$ cat config.mk
export PLATFORM = sky130hd
export DESIGN_NAME = clock_div_monitor
export DESIGN_NICKNAME = d
export VERILOG_FILES = /design/src/rtl/clock_div_monitor.sv
export SDC_FILE = /design/constraint.sdc
export NUM_CORES = 1
export LEC_CHECK = 0
export ABC_CLOCK_PERIOD_IN_PS = 4840
export BUFFER_PORTS_ARGS = -buffer_cell sky130_fd_sc_hd__buf_4
export CORE_MARGIN = 1
export CORE_UTILIZATION = 25
export CTS_CLUSTER_SIZE = 8
export DETAILED_ROUTE_END_ITERATION = 7
export PLACE_DENSITY = 0.38
export SETUP_SLACK_MARGIN = 0.02
export SLEW_MARGIN = 20
export SYNTH_ARGS = -nofsm -noshare
export SYNTH_HDL_FRONTEND = slang
export SYNTH_SLANG_ARGS = --single-unit
$ cat constraint.sdc
create_clock -name clock -period 4.84 [get_ports clock]
set_clock_uncertainty 0.05 [all_clocks]
set_input_delay 0.242 -clock clock [delete_from_list [all_inputs] [get_ports clock]]
set_output_delay 0.242 -clock clock [all_outputs]
set_load 0.01 [all_outputs]
$ cat src/rtl/clock_div_monitor.sv
// clock_div_monitor: receive-side checker for a slow divided clock.
//   Synchronises div_clock_in into the system clock domain, emits a one-cycle
//   tick per edge, measures each half-period in system clocks and reports lock
//   once LOCK_COUNT consecutive measurements fall within EXPECTED +/- TOLERANCE.
//   Optional feature macro: CLOCK_DIV_MONITOR_ERRCNT_EN enables err_count.
// Ports:
//   clock         system clock, rising edge
//   reset         asynchronous active-high reset
//   div_clock_in  asynchronous slow clock under test
//   edge_tick     1-cycle pulse per detected edge (either polarity)
//   half_period   last measured half-period in clocks
//   period_valid  1-cycle pulse when half_period is updated
//   locked        rate verified within tolerance
//   timeout       no edge for TIMEOUT_CYCLES clocks; held until next edge
//   err_count     saturating count of rejected measurements and losses
module clock_div_monitor #(
    parameter int unsigned BIT_COUNT      = 17,
    parameter int unsigned EXPECTED       = 100001,
    parameter int unsigned TOLERANCE      = 4,
    parameter int unsigned LOCK_COUNT     = 4,
    parameter int unsigned TIMEOUT_CYCLES = 131071
) (
    input  logic                 clock,
    input  logic                 reset,
    input  logic                 div_clock_in,
    output logic                 edge_tick,
    output logic [BIT_COUNT-1:0] half_period,
    output logic                 period_valid,
    output logic                 locked,
    output logic                 timeout,
    output logic [7:0]           err_count
);

    localparam int unsigned CW     = BIT_COUNT;
    localparam int unsigned HW     = BIT_COUNT + 1;
    localparam int unsigned GW     = (LOCK_COUNT > 1) ? $clog2(LOCK_COUNT) : 1;
    localparam int unsigned LO_INT = (EXPECTED > TOLERANCE) ? (EXPECTED - TOLERANCE) : 0;
    localparam logic [HW-1:0] LO_BOUND = HW'(LO_INT);
    localparam logic [HW-1:0] HI_BOUND = HW'(EXPECTED + TOLERANCE);
    localparam logic [CW-1:0] TMO_VAL  = CW'(TIMEOUT_CYCLES);
    localparam logic [GW-1:0] GOOD_MAX = GW'(LOCK_COUNT - 1);

    typedef enum logic [1:0] {IDLE, ACQUIRE, LOCKED, LOST} state_t;

    state_t          state_q, state_d;
    logic            sync1_q, sync1_d, sync2_q, sync2_d, hist_q, hist_d;
    logic            edge_q, edge_d;
    logic [CW-1:0]   hp_cnt_q, hp_cnt_d;
    logic [CW-1:0]   half_period_q, half_period_d;
    logic [GW-1:0]   good_cnt_q, good_cnt_d;
    logic            period_valid_q, period_valid_d;
    logic            locked_q, locked_d;
    logic            timeout_q, timeout_d;
    logic            edge_c, good_c, tmo_c;

    // Synchroniser, history flop and edge detect; downstream logic acts on the
    // combinational edge so every output lands in the same cycle as edge_tick.
    always_comb begin
        sync1_d = div_clock_in;
        sync2_d = sync1_q;
        hist_d  = sync2_q;
        edge_c  = sync2_q ^ hist_q;
        edge_d  = edge_c;
    end

    // Half-period counter: restarts at 1 on an edge, saturates at all-ones.
    always_comb begin
        hp_cnt_d = hp_cnt_q;
        if (edge_c) begin
            hp_cnt_d = CW'(1);
        end else if (hp_cnt_q != '1) begin
            hp_cnt_d = hp_cnt_q + CW'(1);
        end
    end

    // Window compare widened by one bit so EXPECTED+TOLERANCE cannot wrap.
    assign good_c = ({1'b0, hp_cnt_q} >= LO_BOUND) && ({1'b0, hp_cnt_q} <= HI_BOUND);
    assign tmo_c  = !edge_c && (hp_cnt_q == TMO_VAL) && (state_q != LOST);

    // Next-state and registered-output logic.
    always_comb begin
        state_d        = state_q;
        good_cnt_d     = good_cnt_q;
        half_period_d  = half_period_q;
        period_valid_d = 1'b0;
        if (edge_c) begin
            case (state_q)
                IDLE, LOST: begin
                    // No predecessor edge, so nothing to measure yet.
                    state_d    = ACQUIRE;
                    good_cnt_d = '0;
                end
                ACQUIRE: begin
                    period_valid_d = 1'b1;
                    half_period_d  = hp_cnt_q;
                    if (!good_c) begin
                        good_cnt_d = '0;
                    end else if (good_cnt_q == GOOD_MAX) begin
                        state_d    = LOCKED;
                        good_cnt_d = '0;
                    end else begin
                        good_cnt_d = good_cnt_q + GW'(1);
                    end
                end
                LOCKED: begin
                    period_valid_d = 1'b1;
                    half_period_d  = hp_cnt_q;
                    if (!good_c) begin
                        state_d    = ACQUIRE;
                        good_cnt_d = '0;
                    end
                end
                default: begin
                    state_d    = IDLE;
                    good_cnt_d = '0;
                end
            endcase
        end else if (tmo_c) begin
            state_d    = LOST;
            good_cnt_d = '0;
        end
        locked_d  = (state_d == LOCKED);
        timeout_d = (state_d == LOST);
    end

    always_ff @(posedge clock or posedge reset) begin
        if (reset) begin
            state_q        <= IDLE;
            sync1_q        <= 1'b0;
            sync2_q        <= 1'b0;
            hist_q         <= 1'b0;
            edge_q         <= 1'b0;
            hp_cnt_q       <= '0;
            half_period_q  <= '0;
            good_cnt_q     <= '0;
            period_valid_q <= 1'b0;
            locked_q       <= 1'b0;
            timeout_q      <= 1'b0;
        end else begin
            state_q        <= state_d;
            sync1_q        <= sync1_d;
            sync2_q        <= sync2_d;
            hist_q         <= hist_d;
            edge_q         <= edge_d;
            hp_cnt_q       <= hp_cnt_d;
            half_period_q  <= half_period_d;
            good_cnt_q     <= good_cnt_d;
            period_valid_q <= period_valid_d;
            locked_q       <= locked_d;
            timeout_q      <= timeout_d;
        end
    end

    assign edge_tick    = edge_q;
    assign half_period  = half_period_q;
    assign period_valid = period_valid_q;
    assign locked       = locked_q;
    assign timeout      = timeout_q;

`ifdef CLOCK_DIV_MONITOR_ERRCNT_EN
    logic [7:0] err_cnt_q, err_cnt_d;
    logic       err_event_c;

    // Error event: a rejected measurement or entry into LOST.
    always_comb begin
        err_event_c = (edge_c && (state_q == ACQUIRE || state_q == LOCKED) && !good_c)
                      || tmo_c;
        err_cnt_d   = err_cnt_q;
        if (err_event_c && (err_cnt_q != 8'hFF)) begin
            err_cnt_d = err_cnt_q + 8'd1;
        end
    end

    always_ff @(posedge clock or posedge reset) begin
        if (reset) begin
            err_cnt_q <= 8'd0;
        end else begin
            err_cnt_q <= err_cnt_d;
        end
    end

    assign err_count = err_cnt_q;
`else
    assign err_count = 8'd0;
`endif

endmodule

==> flow_summary_export.csv <==
group,metric,value,unit
critical_path,r2r_setup_slack,2330,ps
die,die_h,95.5,um
synth,yosys_warnings,0,
detailed_routing,routedWlPerCell,13.9,um
sta,clock.fmax,398,MHz
synth,ys_types,40,
grt,grt_max_degree,46,
clock_tree,clkTransAtPathRegs,90,ps
detailed_routing,wirelength,4490,um
pwr,pwr_density_cell,379,nW/um^2
clock_tree,cts_root_buffer,"clkbuf_8",
die,die-width,95.5,um
grt,antenna_found_initial,0,
critical_path,rr_worst_depth,10,
critical_path,crit_start,"hp_cnt_q[7]",
clock_tree,cts_tree,"done",
sta,rsz0062_at_grt,"false",
synth,syn_area,2180,um^2
die,rows,33,
detailed_routing,viasPerCell,4.41,
detailed_routing,first_pass_iters,4,
sta,max_slew_margin,29.2,%
job,cap_violations,0,
placed_design,place_congestion,0.700,
critical_path,critPathMaxFanout,8,
synth,synth_area_leaders,"dfrtp_1 (52%), mux2_2 (8.8%), ha_1 (4.0%)",
pwr,power.leakage,1.19,nW
pwr,peakVddDrop,0.112,mV
layout,area_growth_syn_to_layout,16.6,%
clock_tree,clock_sinks,45,
die,start_util,26.2,%
layout,fillCellCount,903,
detailed_routing,drt-initial-drc-count,43,
sta,final_hold_viol_count,0,
critical_path,endpoint_kind,"flip-flop",
sta,finalSetupViolations,0,
synth,synth_seq_cells,45,
critical_path,crit_path_top_delay_cell,"dfrtp_1",
worst_hold_path,hp-class,"input pin to async pin",
detailed_routing,vias,1426,
layout,antenna_cells,0,
detailed_routing,postRouteAntennaNets,0,
synth,post-synth-top-area-fraction,51.6,%
critical_path,reg2reg_to,"timeout",
placed_design,hpwl,3020,um
critical_path,r2r_start,"hp_cnt_q[7]",
outcome,status,"finished, final reports clean",
synth,syn_avg_cell_area,11.3,um^2
grt,gr-total-overflow,0,
placed_design,io_buffers,23,
clock_tree,htreeDepth,2,
die,coreArea,8340,um^2
sta,tightest_slew,1060,ps
die,io_pins,32,
grt,track_usage,11.2,%
grt,grt_pass1_vias,1508,
critical_path,crit_chain,"nand3_1 > nor2_1 > nand3_1 > nor3_1 > ha_1 > nor2b_1 > nor2_1 > o21a_1 > a31oi_2 > and2_1",
critical_path,cp-start-kind,"flip-flop",
clock_tree,cts_buffer_depth,2,
clock_tree,cts_made_buffers,5,
placed_design,dp.cells,314,
critical_path,cp.arrival,2700,ps
layout,postLayoutCoreUtil,30.5,%
layout,nNetsFinal,227,
sta,slew_viol_final,0,
layout,layoutNonFillerInstCount,323,
grt,grt_pass1_wl,7680,um
critical_path,cp.required,5030,ps
detailed_routing,drc,0,
layout,drive_gt1_share,27.5,%
synth,synth_area_leader_cell,"dfrtp_1",
clock_tree,cts-resized-gates,0,
sta,period_needed,2510,ps
critical_path,slowest_delay,520,ps
sta,fin_crit_sh,51.9,%
critical_path,crit_type,"flip-flop to flip-flop",
sta,whs,11.4,ps
synth,seq_area_frac_synth,51.6,%
sta,fin_tns_setup,0,ps
critical_path,critPathTopFamily,"simple AND/OR/NAND/NOR gates",
clock_tree,clk_latency,300,ps
die,dieArea,9110,um^2
critical_path,path_buf_inv,0,
synth,syn_inst,194,
-- cells by family after synthesis --
| family | synth area share (%) |
|---|---|
| muxes | 9.23 |
| buffers and inverters | 5.96 |
| DFF | 51.6 |
| AOI/OAI and AO/OA | 7.39 |
| other | 0.172 |
| xor gates and xnor gates | 6.36 |
| adders and majority gates | 4.01 |
| and+or+nand+nor | 15.3 |
-- timing repair --
item | CTS | global route
endpoints found under the hold margin | 1 | 0
hold buffers | 1 | 0
setup buffers | 0 | 0
-- cell usage in the layout (no fill, tap or decap), drive strengths merged, types with 6 or more instances in the layout --
cell type / count
dfrtp: 45
buf: 23
nor2: 23
mux2: 17
nand3: 12
xor2: 8
conb: 8
inv: 8
ha: 7
xnor2: 7
clkbuf: 7
o21ai: 6
a21oi: 6
-- where the power goes --
| part | switching, W | internal (W) |
|---|---|---|
| registers | 0.0000309 | 0.000411 |
| clock network | 0.000133 | 0.000169 |
| logic | 0.000120 | 0.000103 |
-- metal layers --
layer	vias to the layer above	part of all wire, %	GRT usage (%)	wire length [um]
met5	-	0	0	0
met2	26	47	17.6	2090
met4	0	0.87	3.36	39
met3	4	3.1	2.63	138
met1	704	49	15.4	2220
li1	692	-	-	-
-- worst max-delay path by stage --
stage	end	slack, ps	cells past startpoint
after floorplan	timeout	2600	12
after global placement	timeout	2290	10
after detailed placement	timeout	2310	10
after CTS	timeout	2270	10
after global routing	timeout	2020	10
final	timeout	2330	10
-- synth_stat cells --
cell and count:
a2111oi_2 1, a21o_1 2, a21o_2 1, a21oi_1 6, a31oi_2 1, and2_1 2
and3_1 1, and3_2 1, buf_2 2, buf_4 10, clkbuf_1 3, conb_1 1
dfrtp_1 45, ha_1 7, inv_1 8, inv_2 1, mux2_2 17, mux2i_1 1
nand2_1 4, nand3_1 12, nand3b_4 1, nand4_1 2, nand4b_1 3, nor2_1 22
nor2_2 1, nor2b_1 4, nor3_1 4, nor3_2 1, nor4_2 1, o21a_1 2
o21ai_0 6, o22ai_1 1, o311a_2 1, o311ai_0 1, o41ai_1 1, or3_1 1
or4_4 1, xnor2_1 6, xnor2_2 1, xor2_1 8
-- per-stage QoR --
step | total power [W] | instance area [um^2] | setup WS, ps
global placement | 0.000679 | 2420 | 2290
CTS | 0.000984 | 2540 | 2270
detailed placement | 0.000677 | 2420 | 2310
floorplan | 0.000608 | 2210 | 2600
global route | 0.00103 | 2540 | 2020
finish | 0.000965 | 2540 | 2330
-- cell type report --
type                    count  area [um^2]  area share, %
multi-input cells         132          953           37.5
clock buffers               7         86.3           3.39
clock inverters             1         30.0           1.18
repair buffers             24          183           7.18
inverters                   9         35.0           1.38
flip-flops and latches     45         1130           44.2
well taps                 105          131           5.16
-- flip-flops by register name, indices dropped and copies added, names as in the netlist --
| register | count |
|---|---|
| period_valid | 1 |
| hist_q | 1 |
| good_cnt_q | 2 |
| state_q | 2 |
| edge_tick | 1 |
| half_period | 17 |
| hist_d | 1 |
| hp_cnt_q | 17 |
| timeout | 1 |
| locked | 1 |
| sync1_q | 1 |
Power figures use the tool's default switching activity.
